File: src/rtl/fancy_counter.sv
// 16-bit free-running counter with a "fancy" derived output built from the
// current count and the count it held before the last increment.
module fancy_counter (
  input  logic        clk,
  input  logic        nreset,
  input  logic        enable,
  output logic [15:0] data,
  output logic [15:0] fancy_data
);

  localparam logic [15:0] FANCY_AT_0  = 16'd17;
  localparam logic [15:0] FANCY_AT_1  = 16'd1287;
  localparam logic [15:0] FANCY_AT_17 = 16'd2137;

  // Declaration initialisers give defined outputs before the first reset edge.
  logic [15:0] cnt  = 16'h0000;
  logic [15:0] prev = 16'h0000;

  // Synchronous reset wins over enable; prev and cnt always move together.
  always_ff @(posedge clk) begin
    if (!nreset) begin
      cnt  <= 16'h0000;
      prev <= 16'h0000;
    end else if (enable) begin
      prev <= cnt;
      cnt  <= cnt + 16'd1;
    end
  end

  assign data = cnt;

  // Carry out of the 16-bit sum is intentionally dropped.
  always_comb begin
    fancy_data = (prev ^ cnt) + cnt;
    if (cnt == 16'd0) begin
      fancy_data = FANCY_AT_0;
    end else if (cnt == 16'd1) begin
      fancy_data = FANCY_AT_1;
    end else if (cnt == 16'd17) begin
      fancy_data = FANCY_AT_17;
    end
  end

endmodule

File: config.mk
export PLATFORM = sky130hd
export DESIGN_NAME = fancy_counter
export DESIGN_NICKNAME = d
export VERILOG_FILES = /design/src/rtl/fancy_counter.sv
export SDC_FILE = /design/constraint.sdc
export NUM_CORES = 1
export LEC_CHECK = 0
export CORE_MARGIN = 2
export CORE_UTILIZATION = 56
export CTS_CLUSTER_SIZE = 12
export DETAILED_ROUTE_END_ITERATION = 10
export GPL_TIMING_DRIVEN = 0
export HOLD_SLACK_MARGIN = 0.1
export PLACE_DENSITY_LB_ADDON = 0.05
export SLEW_MARGIN = 0
export SYNTH_ARGS = -nofsm -noshare
export SYNTH_HDL_FRONTEND = slang
export SYNTH_SLANG_ARGS = --single-unit
File: constraint.sdc
create_clock -name clk -period 3.1 [get_ports clk]
set_input_delay 0.62 -clock clk [delete_from_list [all_inputs] [get_ports clk]]
set_output_delay 0.62 -clock clk [all_outputs]
set_load 0.01 [all_outputs]
; ---- Yosys cells after proc, flatten, opt, wreduce, memory -nomap -nowiden
; Index checks and enable logic that the tools add are counted.
[classes]
n_mux = 3
bitwise = 1
n_eq_ne = 2
reduce_logical = 1
n_addsub = 2
[ops]
columns = cell, n
row1 = 2-to-1 mux 16 bit, 3
row2 = adder 16 x 1 -> 16 bit (second input constant), 1
row3 = adder 16 bit, 1
row4 = == test 16 x 1 -> 1 bit (second input constant), 1
row5 = == test 16 x 5 -> 1 bit (second input constant), 1
row6 = zero test 16 bit, 1
row7 = XOR 16 bit, 1
[word_totals]
elab_cells = 11
ff_bits = 32
input_bits = 3
out_inout_bits = 32

; ---- Depth between registers and ports, before layout
; Gate-level depths: netlist of the first run.
[logic_depth]
ltp_word = 5
ltp_mapped = 8
mapped_depth_nobuf = 8

; ---- Worst setup path before layout of the first run
; OpenSTA, ideal clock, no wires.
[synth_path]
path_kind = register to output
from = reg cnt[0] (netlist: data[0])
to = out fancy_data[10]
path_stages_with_launch = 8
t_arrival_ps = 2244
path_slack_ps = 236
path_cell_list = dfxtp_1 ha_1 mux2i_1 o31a_1 o21ai_2 a21oi_1 or4_1 a41oi_1
[synth_via]
elab_chain_cells = 5
word_cells_on_any_way = 8
cone_classes = add/sub (1) / eq/ne (2) / mux (3) / bitwise (1) / reduce/logical (1)
[synth_rtl]
columns = element, line
row1 = "start, declared", 16  ; logic [15:0] cnt = 16'h0000;
row2 = "start signal, assigned", 26  ; cnt <= cnt + 16'd1;
row3 = XOR 16 bit, 34  ; fancy_data = (prev ^ cnt) + cnt;
row4 = adder 16 bit, 34
row5 = 2-to-1 mux 16 bit, 39  ; end else if (cnt == 16'd17) begin
row6 = 2-to-1 mux 16 bit, 37  ; end else if (cnt == 16'd1) begin
row7 = 2-to-1 mux 16 bit (*), 35  ; if (cnt == 16'd0) begin
row8 = "end, declared", 8  ; output logic [15:0] fancy_data
; Every way passes the cells marked *; elsewhere a longest branch is shown, timed or not.

; ---- Worst setup path in the final report of the first run
[layout_path]
from = reg prev[3]
to = out fancy_data[10]
[layout_via]
elab_chain_cells = 5
[layout_rtl]
columns = element, line
row1 = "start, declared", 17  ; logic [15:0] prev = 16'h0000;
row2 = "start signal, assigned", 25  ; prev <= cnt;
row3 = XOR 16 bit, 34
row4 = adder 16 bit, 34
row5 = 2-to-1 mux 16 bit, 39
row6 = 2-to-1 mux 16 bit, 37
row7 = 2-to-1 mux 16 bit, 35
; Every way passes these cells.

==> run metrics, run 1 <==
Setup Skew=0.01164 ns; count of pins over their slew limit=0; area grow syn2layout=39.08%; Final Setup Violations=2; Starting Density=0.5890; gr ovfl total=0; metal3 WL=410 um; Worst R2R End=data[15]$_SDFFE_PN0P_; Die Span Y=72.14 um; Clock Root Buffer=clkbuf_8; GP Congestion=0.8739; synth cell count leaders=dfxtp_1 (32), mux2i_1 (28), xnor2_1 (27); Worst Tran Pin Value=0.6721 ns; Cells after DPL=403; Hold Fails Final Rpt=0; Top Layer Used=met4; max-cap violations=0; Worst Hold Path EP=prev[0]$_SDFFE_PN0P_; layout cells sized above 1=0.2932; DIE WIDTH=72.14 um; Worst-path clk slew=0.08 ns; Routed WL=7.186 mm; R2R cell count=6; fmax=0.3148 GHz; cell with the most instances after synthesis=dfxtp_1; worst hold path startpoint=prev[0]$_SDFFE_PN0P_; final core utilization=0.8192; Worst Setup Path Type=flip-flop to primary output; Worst setup EP type=primary output; period utilisation layout=1.025; cells after synthesis=317; Detailed Routing Iterations Pass 1=5; register area share after synthesis=0.2464; minimum clock period=3.177 ns; startpoint type of the worst setup path=flip-flop; worst hold margin=0.5249 ns; CP arrival=2.56 ns; Routed Antenna Nets=0; Layout Cells excl Fill=434; number of port buffers=34; Final HPWL DP=4.741 mm; worst slack, placed=-0.4717 ns; Routed met1 length=3.098 mm; Synth Net Count=337; area post-placement=3005 um2; first-pass GRT wire length=11.05 mm; pin count of the biggest net entering global routing=12; Post-synth EDFFs=0; initial antenna violation count=0; die area=5204 um2; Reg2Reg Setup Slack=1.14 ns; Synth Cell Area=2600 um2; core area=4414 um2; Max VDD drop=248.7 uV; Residual DRC=0; H-tree level count=2; Rel. slew slack=0.5519; final net count=401; Yosys reg bits=32; outcome=complete, but fails checks; count of cell types in the netlist=47; drt wl/cell=16.56 um; Starting DRT DRC Count=156; Reg2Reg Launch Point=data[8]$_SDFFE_PN0P_; Ports=35; clk buf depth=2; met2 routed WL=3.566 mm; top cell type's share of synthesized area=0.2464; setup ws final=-0.07692 ns; design area=3616 um2; Antenna diodes=0; Clock Latency Late Sink=0.29 ns; worst-path maximum fanout=4; cts-stage hold buffer count=0; Vias/cell=5.740; Mapped Avg Cell Area=8.202 um2; failing checks=setup timing; Critical Path RT=2.48 ns; clk sink count=32; dominant cells by area after synthesis=dfxtp_1 (25%), mux2i_1 (11%), xnor2_1 (9.1%); asr flop ratio synth=0; GRT Total Usage=0.2730; Hold Path Depth=2; total power=1.021 mW; Ys Warns=0; Vias=2,491; total CTS buffers=5; largest area contributor in the netlist=dfxtp_1; unrepaired setup endpoints after global routing=true; vias in the first global route=2,346; P_leak=1.528 nW; ys flop type=dfxtp_1; Final TNS setup=-0.1090 ns; Cell Rows=24; Hold Crit Class=flip-flop to flip-flop; Pwr Density=282.3 nW/um2; number of fill cells=283; TritonCTS clock tree=built
report_power, final:
group / leakage [nW] / switching [mW] / internal (mW)
clock network: 0.0541 / 0.178 / 0.238
logic: 1.21 / 0.0910 / 0.0920
registers: 0.266 / 0.00745 / 0.414
metal layers:
metal	track usage	vias up
li1	-	1220
met1	0.3524	1177
met4	0.07757	0
met5	0	-
met2	0.4699	84
met3	0.04444	10
flip-flops by register name, indices dropped and copies added (netlist names):
register	count
prev	16
data	16
layout by cell type (no fill, tap or decap), types with 4 or more instances in the layout:
| cell | count |
|---|---|
| xor2_1 | 9 |
| clkbuf_4 | 5 |
| dfxtp_1 | 18 |
| nand2_1 | 21 |
| nor3_1 | 13 |
| a21oi_1 | 6 |
| buf_6 | 4 |
| mux2_2 | 5 |
| xnor2_1 | 18 |
| dfxtp_2 | 11 |
| nor2b_1 | 17 |
| buf_4 | 26 |
| and3_1 | 5 |
| ha_1 | 10 |
| buf_2 | 5 |
| nand3_1 | 10 |
| a31oi_1 | 4 |
| nand4_1 | 6 |
| ha_4 | 7 |
| mux2i_1 | 28 |
| clkdlybuf4s50_1 | 19 |
| and2_1 | 18 |
| xnor2_2 | 9 |
| nor2_1 | 15 |
| inv_1 | 19 |
| clkbuf_8 | 5 |
| dlygate4sd2_1 | 5 |
how the worst max path moves through the flow:
stage / slack [ns] / start / end / cells past startpoint
3_5_place_dp: -0.47 / data[0]$_SDFFE_PN0P_ / fancy_data[10] / 8
6_report: -0.08 / prev[3]$_SDFFE_PN0P_ / fancy_data[10] / 9
5_1_grt: -0.1 / prev[3]$_SDFFE_PN0P_ / fancy_data[10] / 9
3_3_place_gp: -0.46 / data[0]$_SDFFE_PN0P_ / fancy_data[10] / 8
4_1_cts: -0.08 / prev[3]$_SDFFE_PN0P_ / fancy_data[10] / 9
2_1_floorplan: 0.24 / data[0]$_SDFFE_PN0P_ / fancy_data[10] / 7
cell families (layout without fill, tap and decap cells):
family	after synthesis	count (layout)	share of synthesized area
adders and majority gates	17	17	0.08181
buffers and inverters	37	102	0.06160
xor gates and xnor gates	39	39	0.1343
and+or+nand+nor	127	127	0.2589
muxes	33	33	0.1295
DFF	32	32	0.2464
AOI/OAI and AO/OA	32	32	0.08759
worst max-delay path: stages (launching register included):
cell and delay, ns:
dfxtp_2 0.35, inv_2 0.05, ha_4 0.21, xor2_2 0.19
o31a_1 0.35, o21ai_2 0.18, a21oi_2 0.09, or4_4 0.43
a41oi_2 0.23, buf_2 0.17
what timing repair did:
action,in CTS,in global routing
gates resized for setup,78,38
pin swaps,10,16
setup buffers,14,9
setup endpoints to repair,16,12
layout make-up:
type                    instances  area, um2  share of cell area
clock buffers                   5      68.82             0.01903
clock inverters                 3      42.54             0.01176
plain buffers                  17      121.4             0.03356
multi-input cells             248       2095              0.5792
well taps                      52      65.06             0.01799
repair buffers                 57      483.0              0.1336
flip-flops and latches         32      665.6              0.1841
inverters                      20      75.07             0.02076
No activity file was read; power rests on OpenSTA's default activity.
==> run 2: changes to the inputs <==
SKIP_LAST_GASP = 1   (was not set)
==> run metrics, run 2 (synthesis results as in run 1) <==
Clock Root Buffer=clkbuf_8; period utilisation layout=1.032; Vias/cell=5.800; Power Internal=743.1 uW; die area=5204 um2; Worst Setup Path Type=flip-flop to primary output; total CTS buffers=5; area grow syn2layout=37.68%; fmax=0.3125 GHz; setup ws final=-0.09978 ns; Final HPWL DP=4.741 mm; startpoint type of the worst setup path=flip-flop; critical path startpoint=prev[3]$_SDFFE_PN0P_; Worst R2R End=data[15]$_SDFFE_PN0P_; final core utilization=0.8109; area post-placement=3005 um2; Pwr Density=284.2 nW/um2; Hold Path Depth=2; Sw Ratio=0.2695; GRT Total Usage=0.2771; worst-path maximum fanout=4; Cell Rows=24; Worst Tran Pin Value=0.6781 ns; Vias=2,494; Starting DRT DRC Count=160; drt wl/cell=16.88 um; number of port buffers=34; worst slack, placed=-0.4717 ns; Clock Latency Late Sink=0.29 ns; DIE WIDTH=72.14 um; clk buf depth=2; critical path's slowest cell=or4_1; first-pass GRT wire length=11.15 mm; TritonCTS clock tree=built; initial antenna violation count=0; failing checks=setup timing; Setup Skew=0.009721 ns; R2R cell count=6; cts-stage hold buffer count=0; number of fill cells=299; worst hold margin=0.5262 ns; Reg2Reg Setup Slack=1.17 ns; most frequent cells in the layout=mux2i_1 (28), buf_4 (24), inv_1 (20), nand2_1 (20), clkdlybuf4s50_1 (19); design area=3580 um2; Starting Density=0.5890; H-tree level count=2; Critical Path Max Stage Delay=0.49 ns; Die Span Y=72.14 um; pin count of the biggest net entering global routing=12; P_leak=1.529 nW; outcome=complete, but fails checks; NetSw=274.1 uW; vias in the first global route=2,391; Max VDD drop=247.4 uV; Hold Crit Class=flip-flop to flip-flop; unrepaired setup endpoints after global routing=true; total power=1.017 mW; Reg2Reg Launch Point=data[2]$_SDFFE_PN0P_; Routed WL=7.260 mm; Rel. slew slack=0.5480; Worst-path clk slew=0.08 ns; max-cap violations=0; Final Setup Violations=2; Gate power share=0.179; count of pins over their slew limit=0; final net count=397; Hold Fails Final Rpt=0; minimum clock period=3.200 ns; GP Congestion=0.8739; CP arrival=2.58 ns; Detailed Routing Iterations Pass 1=4; commonest non-fill, non-tap cell in the layout=mux2i_1; Critical Path RT=2.48 ns; core area=4414 um2; clock power share=0.407; sequential power share=0.414; Antenna diodes=0; clk sink count=32; Ports=35; Residual DRC=0; gr ovfl total=0; layout cells sized above 1=0.2857; Routed Antenna Nets=0; crit path capture=fancy_data[10]; worst path cell trace=inv_1 -> ha_4 -> xor2_2 -> o31a_1 -> o21ai_2 -> a21oi_2 -> or4_1 -> a41oi_2 -> buf_2; Worst setup EP type=primary output
## run 2: changes by cell type in the layout (fill, tap and decap cells not counted), sizes merged
cell          before  now
dlymetal6s2s       3    6
dlygate4sd2        5    2
buf               36   32
## run 2: metal layers
layer | track usage | part of all wire
met5 | 0 | 0
met4 | 0.1090 | 0.031
met3 | 0.04583 | 0.064
met2 | 0.4709 | 0.50
met1 | 0.3498 | 0.41
## run 2: area by class of cell
cell class	count	area, um2	share of cell area
timing repair buffer	54	467.9	0.1307
clock buffer	5	68.82	0.01922
tap	52	65.06	0.01818
sequential	32	666.9	0.1863
multi-input combinational	248	2083	0.5820
inverter	20	75.07	0.02097
buffer	16	110.1	0.03076
clock inverter	3	42.54	0.01188
## run 2: stage by stage
step           setup TNS, ns  std cells
3_3_place_gp          -2.362        403
6_report             -0.1524        430
4_1_cts              -0.7955        425
2_1_floorplan              0        317
5_1_grt              -0.3622        430
3_5_place_dp          -2.456        403
## run 2: power by group through the flow
| stage | registers (mW) | clock network (mW) | logic, mW |
|---|---|---|---|
| detailed placement | 0.432 | 0 | 0.140 |
| finish | 0.422 | 0.414 | 0.182 |
| floorplan | 0.432 | 0 | 0.0856 |
| global placement | 0.432 | 0 | 0.138 |
| global route | 0.422 | 0.430 | 0.192 |
| CTS | 0.421 | 0.421 | 0.169 |
## run 2: worst min-delay path by stage
stage,start,end,slack [ns]
floorplan,prev[0]$_SDFFE_PN0P_,prev[0]$_SDFFE_PN0P_,0.48
global placement,prev[0]$_SDFFE_PN0P_,prev[0]$_SDFFE_PN0P_,0.50
detailed placement,prev[0]$_SDFFE_PN0P_,prev[0]$_SDFFE_PN0P_,0.51
CTS,prev[0]$_SDFFE_PN0P_,prev[0]$_SDFFE_PN0P_,0.53
global route,prev[0]$_SDFFE_PN0P_,prev[0]$_SDFFE_PN0P_,0.56
finish,prev[0]$_SDFFE_PN0P_,prev[0]$_SDFFE_PN0P_,0.53
## run 2: critical path, delay by kind of cell, from the launching register on
kind,cells,cell delay (ns)
AO/OA/AOI/OAI,4,0.78
XOR/XNOR,1,0.20
buffers and inverters,2,0.27
AND/OR/NAND/NOR,1,0.49
flip-flops,1,0.33
adder cells (fa/ha/maj),1,0.21
## run 2: timing repair
item	in CTS	in global routing
endpoints found under the setup margin	16	15
setup buffers	14	6
pin swaps	9	12
gates resized for setup	69	43
gates cloned	0	0
